--- config.mk ---
export PLATFORM = sky130hd
export DESIGN_NAME = jk_cmd_sequencer
export DESIGN_NICKNAME = d
export VERILOG_FILES = /design/src/rtl/jk_seq_pkg.sv /design/src/rtl/jk_cmd_fifo.sv /design/src/rtl/jk_cmd_sequencer.sv
export SDC_FILE = /design/constraint.sdc
export NUM_CORES = 1
export LEC_CHECK = 0
export CORE_AREA = 2 2 82 76
export CTS_CLUSTER_SIZE = 24
export DETAILED_ROUTE_END_ITERATION = 7
export DIE_AREA = 0 0 84 78
export SETUP_SLACK_MARGIN = 0.05
export SLEW_MARGIN = 30
export SYNTH_ARGS = -nofsm -noshare
export SYNTH_HDL_FRONTEND = slang
export SYNTH_SLANG_ARGS = --single-unit
--- constraint.sdc ---
create_clock -name clk -period 3.55 [get_ports clk]
set_input_delay 0.71 -clock clk [delete_from_list [all_inputs] [get_ports clk]]
set_output_delay 0.71 -clock clk [all_outputs]
set_load 0.02 [all_outputs]
--- src/rtl/jk_seq_pkg.sv ---
`default_nettype none
// ============================================================================
// Module      : jk_seq_pkg
// Description : Shared definitions for the JK command sequencer.
//               - OP_* : {j,k} command encodings
//               - state_t : sequencer FSM states
//               - jk_next : JK flip-flop next-state function for the q model
// Revision    : 1.0 - initial release
// ============================================================================
package jk_seq_pkg;

    localparam logic [1:0] OP_HOLD   = 2'b00;
    localparam logic [1:0] OP_RESET  = 2'b01;
    localparam logic [1:0] OP_SET    = 2'b10;
    localparam logic [1:0] OP_TOGGLE = 2'b11;

    typedef enum logic [0:0] {
        IDLE  = 1'b0,
        APPLY = 1'b1
    } state_t;

    function automatic logic jk_next(input logic q, input logic j, input logic k);
        logic r;
        case ({j, k})
            OP_HOLD:   r = q;
            OP_RESET:  r = 1'b0;
            OP_SET:    r = 1'b1;
            default:   r = ~q;
        endcase
        return r;
    endfunction

endpackage : jk_seq_pkg
`default_nettype wire

--- src/rtl/jk_cmd_fifo.sv ---
`default_nettype none
// ============================================================================
// Module      : jk_cmd_fifo
// Description : Synchronous command FIFO with flush.
//   clk      in   clock
//   rst      in   synchronous active-high reset
//   i_push   in   write i_wdata (ignored when full)
//   i_pop    in   drop head entry (ignored when empty)
//   i_flush  in   empty the FIFO
//   i_wdata  in   WIDTH-bit entry
//   o_rdata  out  head entry (valid when !o_empty)
//   o_full   out  DEPTH entries held
//   o_empty  out  no entries held
//   o_count  out  entries held
// Revision    : 1.0 - initial release
// ============================================================================
module jk_cmd_fifo #(
    parameter int DEPTH = 4,
    parameter int WIDTH = 6
) (
    input  logic                       clk,
    input  logic                       rst,
    input  logic                       i_push,
    input  logic                       i_pop,
    input  logic                       i_flush,
    input  logic [WIDTH-1:0]           i_wdata,
    output logic [WIDTH-1:0]           o_rdata,
    output logic                       o_full,
    output logic                       o_empty,
    output logic [$clog2(DEPTH):0]     o_count
);
    localparam int c_AW = $clog2(DEPTH);

    logic [WIDTH-1:0] r_mem [DEPTH];
    logic [c_AW-1:0]  r_wr_ptr;
    logic [c_AW-1:0]  r_rd_ptr;
    logic [c_AW:0]    r_count;
    logic             w_do_push;
    logic             w_do_pop;

    assign o_full    = (r_count == (c_AW+1)'(DEPTH));
    assign o_empty   = (r_count == '0);
    assign o_count   = r_count;
    assign o_rdata   = r_mem[r_rd_ptr];
    // Full blocks a push even if the head is popped the same edge.
    assign w_do_push = i_push && !o_full;
    assign w_do_pop  = i_pop && !o_empty;

    always_ff @(posedge clk) begin
        if (rst || i_flush) begin
            r_wr_ptr <= '0;
            r_rd_ptr <= '0;
            r_count  <= '0;
        end else begin
            if (w_do_push) r_wr_ptr <= r_wr_ptr + c_AW'(1);
            if (w_do_pop)  r_rd_ptr <= r_rd_ptr + c_AW'(1);
            case ({w_do_push, w_do_pop})
                2'b10:   r_count <= r_count + (c_AW+1)'(1);
                2'b01:   r_count <= r_count - (c_AW+1)'(1);
                default: r_count <= r_count;
            endcase
        end
    end

    // Storage needs no reset; occupancy is tracked by the pointers.
    always_ff @(posedge clk) begin
        if (w_do_push && !rst && !i_flush) begin
            r_mem[r_wr_ptr] <= i_wdata;
        end
    end

endmodule : jk_cmd_fifo
`default_nettype wire

--- src/rtl/jk_cmd_sequencer.sv ---
`default_nettype none
// ============================================================================
// Module      : jk_cmd_sequencer
// Description : Drives j/k of a JK flip-flop from a queued command stream
//               and checks the returned q against a reference model.
//   clk         in   clock
//   clr         in   synchronous active-high reset
//   cmd_valid   in   command offered
//   cmd_ready   out  FIFO not full
//   cmd_op      in   {j,k}: 00 HOLD, 01 RESET, 10 SET, 11 TOGGLE
//   cmd_len     in   edges to apply (0 means 1)
//   flush       in   abort: empty FIFO, return to IDLE
//   j, k        out  flip-flop inputs
//   q_in        in   flip-flop q
//   exp_q       out  modelled q
//   mismatch    out  sticky q_in != exp_q
//   done        out  pulse after a command's last edge
//   busy        out  applying a command
//   fifo_count  out  queued commands
// Revision    : 1.0 - initial release
// ============================================================================
module jk_cmd_sequencer #(
    parameter int DEPTH = 4,
    parameter int CNT_W = 4
) (
    input  logic                     clk,
    input  logic                     clr,
    input  logic                     cmd_valid,
    output logic                     cmd_ready,
    input  logic [1:0]               cmd_op,
    input  logic [CNT_W-1:0]         cmd_len,
    input  logic                     flush,
    output logic                     j,
    output logic                     k,
    input  logic                     q_in,
    output logic                     exp_q,
    output logic                     mismatch,
    output logic                     done,
    output logic                     busy,
    output logic [$clog2(DEPTH):0]   fifo_count
);
    import jk_seq_pkg::*;

    localparam int c_DW = 2 + CNT_W;

    logic              w_push, w_pop, w_full, w_empty;
    logic [c_DW-1:0]   w_wdata, w_head;
    logic [1:0]        w_head_op;
    logic [CNT_W-1:0]  w_head_len, w_head_cnt;

    state_t            r_state, w_state_nxt;
    logic              r_j, r_k, w_j_nxt, w_k_nxt;
    logic [CNT_W-1:0]  r_cnt, w_cnt_nxt;
    logic              r_exp_q, w_exp_q_nxt;
    logic              r_mismatch, w_mismatch_nxt;
    logic              r_done, w_done_nxt;
    logic              r_chk_en;

    assign cmd_ready  = !w_full;
    assign w_push     = cmd_valid && !w_full && !flush;
    assign w_wdata    = {cmd_op, cmd_len};
    assign w_head_op  = w_head[c_DW-1 -: 2];
    assign w_head_len = w_head[CNT_W-1:0];
    assign w_head_cnt = (w_head_len == '0) ? CNT_W'(1) : w_head_len;

    assign j          = r_j;
    assign k          = r_k;
    assign exp_q      = r_exp_q;
    assign mismatch   = r_mismatch;
    assign done       = r_done;
    assign busy       = (r_state == APPLY);

    jk_cmd_fifo #(
        .DEPTH (DEPTH),
        .WIDTH (c_DW)
    ) u_fifo (
        .clk     (clk),
        .rst     (clr),
        .i_push  (w_push),
        .i_pop   (w_pop),
        .i_flush (flush),
        .i_wdata (w_wdata),
        .o_rdata (w_head),
        .o_full  (w_full),
        .o_empty (w_empty),
        .o_count (fifo_count)
    );

    always_ff @(posedge clk) begin
        if (clr) begin
            r_state    <= IDLE;
            r_j        <= 1'b0;
            r_k        <= 1'b0;
            r_cnt      <= '0;
            r_exp_q    <= 1'b0;
            r_mismatch <= 1'b0;
            r_done     <= 1'b0;
            r_chk_en   <= 1'b0;
        end else begin
            r_state    <= w_state_nxt;
            r_j        <= w_j_nxt;
            r_k        <= w_k_nxt;
            r_cnt      <= w_cnt_nxt;
            r_exp_q    <= w_exp_q_nxt;
            r_mismatch <= w_mismatch_nxt;
            r_done     <= w_done_nxt;
            r_chk_en   <= 1'b1;
        end
    end

    always_comb begin
        w_state_nxt    = r_state;
        w_j_nxt        = r_j;
        w_k_nxt        = r_k;
        w_cnt_nxt      = r_cnt;
        w_exp_q_nxt    = r_exp_q;
        w_done_nxt     = 1'b0;
        w_pop          = 1'b0;
        // The first edge after clr is skipped: the flip-flop is only just
        // leaving its own clear.
        w_mismatch_nxt = r_mismatch | (r_chk_en & (q_in != r_exp_q));

        if (flush) begin
            w_state_nxt = IDLE;
            w_j_nxt     = 1'b0;
            w_k_nxt     = 1'b0;
            w_cnt_nxt   = '0;
        end else begin
            case (r_state)
                IDLE: begin
                    if (!w_empty) begin
                        w_pop       = 1'b1;
                        w_j_nxt     = w_head_op[1];
                        w_k_nxt     = w_head_op[0];
                        w_cnt_nxt   = w_head_cnt;
                        w_state_nxt = APPLY;
                    end else begin
                        w_j_nxt = 1'b0;
                        w_k_nxt = 1'b0;
                    end
                end
                APPLY: begin
                    w_exp_q_nxt = jk_next(r_exp_q, r_j, r_k);
                    w_cnt_nxt   = r_cnt - CNT_W'(1);
                    if (r_cnt <= CNT_W'(1)) begin
                        w_done_nxt = 1'b1;
                        // Chain straight into the next command with no gap.
                        if (!w_empty) begin
                            w_pop     = 1'b1;
                            w_j_nxt   = w_head_op[1];
                            w_k_nxt   = w_head_op[0];
                            w_cnt_nxt = w_head_cnt;
                        end else begin
                            w_state_nxt = IDLE;
                            w_j_nxt     = 1'b0;
                            w_k_nxt     = 1'b0;
                            w_cnt_nxt   = '0;
                        end
                    end
                end
                default: begin
                    w_state_nxt = IDLE;
                    w_j_nxt     = 1'b0;
                    w_k_nxt     = 1'b0;
                    w_cnt_nxt   = '0;
                end
            endcase
        end
    end

endmodule : jk_cmd_sequencer
`default_nettype wire

* Word level (Yosys, flattened, before mapping) *
Memory sizes are Yosys's and may differ from the RTL's. A register that Yosys moved wholly into a read port is not among the register bits.
Index checks and enable logic that the tools add are counted.

word-level totals
  memories = 1
  bits of input ports = 11
  output and inout port bits = 10
  logic and storage cells = 75
  memory bits (writable) = 24
  register bits = 18

cells by class
  bitwise logic cells = 6
  muxes and demuxes = 25
  order comparisons = 1
  add/subtract/negate cells = 5
  equality and inequality tests = 8
  reductions and logical operators = 18

memory list
  memory        words  bits a word  read ports  clocked after Yosys merged registers in  write ports  line               source
  u_fifo.r_mem  4      6            1           1                                        1            jk_cmd_fifo.sv:34  logic [WIDTH-1:0] r_mem [DEPTH];

operator list
  cell                                                                      count
  4-bit 2-to-1 mux                                                          4
  1-bit 2-to-1 mux                                                          12
  1-bit one-hot mux with 2 select lines                                     4
  4-bit one-hot mux with 2 select lines                                     1
  1-bit logical AND                                                         6
  3-bit one-hot mux with 2 select lines                                     1
  2-bit by 1-bit adder with 2-bit output (second input constant)            2
  2-bit by 1-bit == test with 1-bit output (second input constant)          2
  2-bit == test (second input constant)                                     2
  4-bit by 1-bit <= comparator with 1-bit output (second input constant)    1
  1-bit logical NOT                                                         4
  4-bit logical NOT                                                         1
  2-bit 2-to-1 mux                                                          2
  1-bit NOT                                                                 4
  4-bit by 1-bit subtractor with 4-bit output (second input constant)       1
  3-bit by 1-bit adder with 3-bit output (second input constant)            1
  3-bit == test (second input constant)                                     1
  3-bit logical NOT                                                         1
  1-bit one-hot mux with 3 select lines                                     1
  3-bit AND reduction                                                       1
  3-bit OR reduction                                                        1
  3-bit by 1-bit subtractor with 3-bit output (second input constant)       1
  2-bit logical NOT                                                         1
  2-bit by 1-bit inequality test with 1-bit output (second input constant)  1
  7 further kinds                                                           7

* Logic depth before layout (Yosys ltp) *
  word-level depth = 9
  depth in mapped cells = 11
  depth with buffers taken out = 11

* By module *
Synthesis repeated with hierarchy kept, for this count alone.

unflattened totals
  cell total of the unflattened synthesis = 151
  area total of the unflattened synthesis = 1969.4 µm²

by module, submodules not included
  module            sequential area each (µm²)  times used  cells an instance  area each (µm²)
  jk_cmd_fifo       900.9                       1           87                 1360.1
  jk_cmd_sequencer  220.2                       1           64                 609.3

* Least setup slack after synthesis *
OpenSTA, ideal clock, no wires.

  path kind = reg-to-reg
  start = register u_fifo.r_count[2], in the netlist u_fifo.o_count[2]
  end = register u_fifo.r_count[2], in the netlist u_fifo.o_count[2]
  library setup time = 70 ps
  clock period less this slack = 2514 ps
  required time = 3480 ps
  buffers on the path = 0
  arrival time = 2444 ps
  cell stages (with the launch flop) = 10
  setup slack = 1036 ps
  cell sequence = dfxtp_1 or3b_2 nand2_1 or2_2 ha_1 inv_1 fa_1 xor2_1 or3_1 a21oi_1

on the way
  elaborated cells on any way between the ends = 18
  classes of those cells = add/sub: 2; eq/ne: 3; mux: 5; reduce/logical: 8

RTL lines
  element                                                                             line                    source
  start, declared                                                                     jk_cmd_fifo.sv:37       logic [c_AW:0] r_count;
  start signal, assigned                                                              jk_cmd_fifo.sv:58       2'b10: r_count <= r_count + (c_AW+1)'(1);
  start signal, assigned                                                              jk_cmd_fifo.sv:59       2'b01: r_count <= r_count - (c_AW+1)'(1);
  start signal, assigned                                                              jk_cmd_fifo.sv:60       default: r_count <= r_count;
  3-bit == test *                                                                     jk_cmd_fifo.sv:41       assign o_full = (r_count == (c_AW+1)'(DEPTH));
  1-bit logical NOT *                                                                 -
  via cmd_ready                                                                       jk_cmd_sequencer.sv:29  output logic cmd_ready,
  1-bit logical AND (2 in a row)                                                      jk_cmd_sequencer.sv:60  assign w_push = cmd_valid && !w_full && !flush;
  1-bit logical AND *                                                                 jk_cmd_fifo.sv:46       assign w_do_push = i_push && !o_full;
  2-bit by 1-bit == test with 1-bit output / 2-bit == test (equally long branches)    jk_cmd_fifo.sv:57       case ({w_do_push, w_do_pop})
  3-bit one-hot mux with 2 select lines / 2-bit nonzero test (equally long branches)  -

Mark *: on every way through the listed nets, which the timed path passes. The rest lies on a longest branch.
A chain may end at the register's enable or synchronous reset.

* Final worst setup path *
  start = input flush
  end = register u_fifo.r_count[2], in the netlist u_fifo.o_count[2]

on the way
  elaborated cells on any way between the ends = 10
  classes of those cells = eq/ne: 2; mux: 2; reduce/logical: 6

RTL lines
  element                                                                             line                     source
  start, declared                                                                     jk_cmd_sequencer.sv:32   input logic flush,
  1-bit 2-to-1 mux *                                                                  jk_cmd_sequencer.sv:123  if (flush) begin
  1-bit logical AND *                                                                 jk_cmd_fifo.sv:47        assign w_do_pop = i_pop && !o_empty;
  via u_fifo.w_do_pop                                                                 jk_cmd_fifo.sv:39        logic w_do_pop;
  2-bit by 1-bit == test with 1-bit output / 2-bit == test (equally long branches)    jk_cmd_fifo.sv:57
  3-bit one-hot mux with 2 select lines / 2-bit nonzero test (equally long branches)  -

Marks and branches as above.

==> flow_metrics.py <==
metrics = {
    "status": {
        "status": "finished clean",
    },
    "finish": {
        "instances_no_fill": 246,
        "drive_gt1_share_pct": 7.955,
        "fillers": 557,
        "area_delta_synth_final_pct": 16.85,
        "fin_nets": 196,
        "antenna_cells": 0,
    },
    "timing": {
        "rsz0062_at_grt": "false",
        "finalMaxSlewViolations": 0,
        "finalSetupViolations": 0,
        "fmax_mhz": 395.5,
        "tns_ns": 0,
        "tightest_slew_ns": 0.4959,
        "min_period_ns": 2.528,
        "worst_slew_margin_rel_pct": 66.69,
        "clock_skew_ns": 0.005178,
        "hold_viol_final": 0,
        "period_share_pct": 71.22,
    },
    "synthesis": {
        "syn_area_mm2": 0.001931,
        "syn-num-nets": 175,
        "yosysTopAreaCellShare_pct": 37.33,
        "yosysTopAreaCell": "edfxtp_1",
        "synth.top_cells.by_area": "edfxtp_1 (37%), dfxtp_1 (21%), ha_1 (5.8%)",
        "synth.most_common_cell": "edfxtp_1",
        "async_reset_ff_share_pct": 0,
        "ys_seq_area_share_pct": 58.07,
        "synth_cells": 154,
        "yosys-top-cells-count": "edfxtp_1 (24), dfxtp_1 (20), nor2_1 (13), inv_1 (12), a21oi_1 (11)",
        "ys_ff_latch": 44,
        "synth-edff-count": 24,
        "synth_ff_type": "edfxtp_1",
        "synthesis.area_per_instance_um2": 12.54,
        "yosys.cell_types.count": 34,
        "yosys_warnings": 0,
    },
    "clock_tree": {
        "hold_buffers": 0,
        "cts_tree": "yes",
        "cts_resized": 0,
        "cts_buffer_depth": 2,
        "cts_sinks": 44,
        "cts_buffers": 5,
        "post_cts_buffers": 0,
        "root_buffer": "clkbuf_8",
        "clkTransAtPathRegs_ns": 0.08,
        "clk_latency_ns": 0.29,
        "htree_levels": 2,
    },
    "route": {
        "dr_total_vias": 1173,
        "wl_per_cell_um": 12.96,
        "antenna_left": 0,
        "first_pass_iters": 4,
        "viasPerCell": 4.768,
        "drc": 0,
        "drt_wl_total_um": 3189,
        "drt_iter0_markers": 44,
    },
    "worst_setup_path": {
        "cp_num_buf_inv": 2,
        "slowest_stage": "clkdlybuf4s50_1",
        "cp.arrival_ns": 2.75,
        "critPathTopFamily": "buffers and inverters",
        "ff2ff_path_depth": 11,
        "slowest_delay_ns": 0.54,
        "r2r-start": "r_cnt[0]$_SDFFE_PP0P_",
        "required_ns": 3.77,
        "reg2reg_to": "u_fifo.o_count[2]$_SDFFE_PP0P_",
        "crit_type": "primary input to flop",
        "rrSetupSlack_ns": 1.03,
        "cp-start-kind": "primary input",
        "cp_max_fo": 9,
        "cp_cell_sequence": "clkdlybuf4s50_1, nor3_1, ha_1, inv_1, fa_1, xor2_1, or3_1, a21oi_1",
        "cp-end-kind": "flop",
        "crit_path_start": "flush",
        "path_depth": 8,
        "endpoint": "u_fifo.o_count[2]$_SDFFE_PP0P_",
    },
    "power_and_ir_drop": {
        "swShare_pct": 21.75,
        "internal-power_mw": 0.7085,
        "power_density_mw_per_mm2": 401.4,
        "p_clk_share_pct": 32.8,
        "irDropWorstVdd_mv": 0.2322,
        "power_leakage_nw": 0.7316,
        "power_frac_seq_pct": 60.6,
        "p_comb_share_pct": 6.6,
        "p_sw_mw": 0.1969,
    },
    "global_routing": {
        "global_route.overflow_total": 0,
        "antenna_found_initial": 0,
        "grtUsageTotal_pct": 11.26,
        "grt_pass1_wl_um": 5644,
        "grt_pass1_vias": 1176,
        "grt_max_degree": 16,
    },
    "floorplan": {
        "die-area_mm2": 0.006552,
        "die_w_um": 84,
        "core_mm2": 0.005628,
        "placementRows": 26,
        "boundaryPins": 21,
        "start_util_pct": 34.30,
        "chipHeight_um": 78,
    },
    "worst_hold_path": {
        "worstHoldPathType": "flop to flop",
        "hp-start": "mismatch$_SDFF_PP0_",
        "hold_depth": 2,
    },
    "job": {
        "drv_cap": 0,
    },
    "placed_design": {
        "port_buffers": 20,
        "gp_congestion": 0.7716,
        "dp_cells": 238,
        "dp_hpwl_um": 2205,
    },
}
layer usage:
metal | vias up | global-route usage [%] | routed length, um
met1 | 542 | 14.92 | 1557
li1 | 599 | - | -
met2 | 24 | 16.96 | 1433
met3 | 8 | 3.298 | 133
met4 | 0 | 5.323 | 65
met5 | - | 0 | 0
worst register-to-register path: stages, from the launching register on:
cell and delay (ns):
dfxtp_1 0.39, inv_1 0.06, ha_1 0.21, or2_2 0.34, a21oi_2 0.35, nor3_1 0.10
ha_1 0.24, inv_1 0.07, fa_1 0.18, xor2_1 0.07, or3_1 0.30, a21oi_1 0.14
layout make-up:
class / instances / area, um^2 / share of cell area, %
well taps: 70 / 87.58 / 3.882
clock buffers: 6 / 72.57 / 3.217
repair buffers: 20 / 200.2 / 8.874
multi-input cells: 92 / 718.2 / 31.84
flip-flops and latches: 44 / 1121 / 49.70
inverters: 12 / 45.04 / 1.997
clock inverters: 2 / 11.26 / 0.4992
worst min path at each step:
stage / to / slack (ns)
global placement: mismatch$_SDFF_PP0_ / 0.45
detailed placement: mismatch$_SDFF_PP0_ / 0.47
finish: mismatch$_SDFF_PP0_ / 0.47
global route: mismatch$_SDFF_PP0_ / 0.50
floorplan: mismatch$_SDFF_PP0_ / 0.43
CTS: k$_SDFFE_PP0P_ / 0.48
power groups by stage:
stage	combinational (mW)	sequential (mW)	clock [mW]
2_1_floorplan	0.0347	0.562	0
4_1_cts	0.0609	0.549	0.311
3_3_place_gp	0.0603	0.561	0
3_5_place_dp	0.0603	0.561	0
6_report	0.0599	0.549	0.297
5_1_grt	0.0674	0.550	0.331
cell families after synthesis:
| kind of cell | synth area share [%] |
|---|---|
| fa+ha+maj | 6.870 |
| flops | 58.07 |
| mux | 9.138 |
| simple gates | 12.70 |
| compound gates | 6.676 |
| buf+inv | 4.731 |
| xor+xnor | 1.815 |
through the flow:
stage	instance area [um^2]	setup slack (ns)	utilization, %	hold WS (ns)	total power, mW
after floorplan	1931	1.036	-	0.4334	0.5968
after CTS	2256	1.042	40.08	0.4796	0.9207
after global placement	2172	0.7892	38.59	0.4515	0.6209
after global routing	2256	0.8387	40.08	0.5041	0.9488
after detailed placement	2172	0.7341	38.59	0.4654	0.6211
final	2256	1.022	40.08	0.4734	0.9055
cells in the final DEF, fill, tap and decap left out:
cell type | synthesis | final
nand3b_1 | 2 | 2
mux2i_1 | 3 | 3
or3_1 | 3 | 3
nor2_1 | 13 | 13
a21oi_1 | 11 | 11
or2_2 | 3 | 3
nand4_1 | 2 | 2
ha_1 | 9 | 9
clkinv_1 | 0 | 1
nand3_1 | 7 | 7
xnor2_1 | 1 | 1
xor2_1 | 3 | 3
clkinvlp_4 | 0 | 1
clkdlybuf4s50_1 | 0 | 20
a31oi_1 | 3 | 3
a21o_1 | 1 | 1
dfxtp_1 | 20 | 20
or3b_2 | 1 | 1
a211oi_1 | 1 | 1
mux4_1 | 3 | 3
or4_1 | 1 | 1
mux4_2 | 3 | 3
clkbuf_1 | 2 | 1
o31ai_1 | 1 | 1
edfxtp_1 | 24 | 24
nor4b_1 | 1 | 1
nand2_1 | 6 | 6
clkbuf_8 | 0 | 5
o21ai_0 | 3 | 3
nor3_1 | 3 | 3
a21oi_2 | 1 | 1
a2bb2oi_1 | 1 | 1
and4_1 | 1 | 1
fa_1 | 1 | 1
and2_1 | 4 | 4
inv_1 | 12 | 12
sequential cells by signal, indices dropped and copies added (netlist names), 2 cells and up, named ones only:
signal and flops:
u_fifo.r_wr_ptr 2, u_fifo.r_rd_ptr 2, u_fifo.r_mem 24, r_cnt 4, u_fifo.o_count 3
No activity file was read; power rests on OpenSTA's default activity.
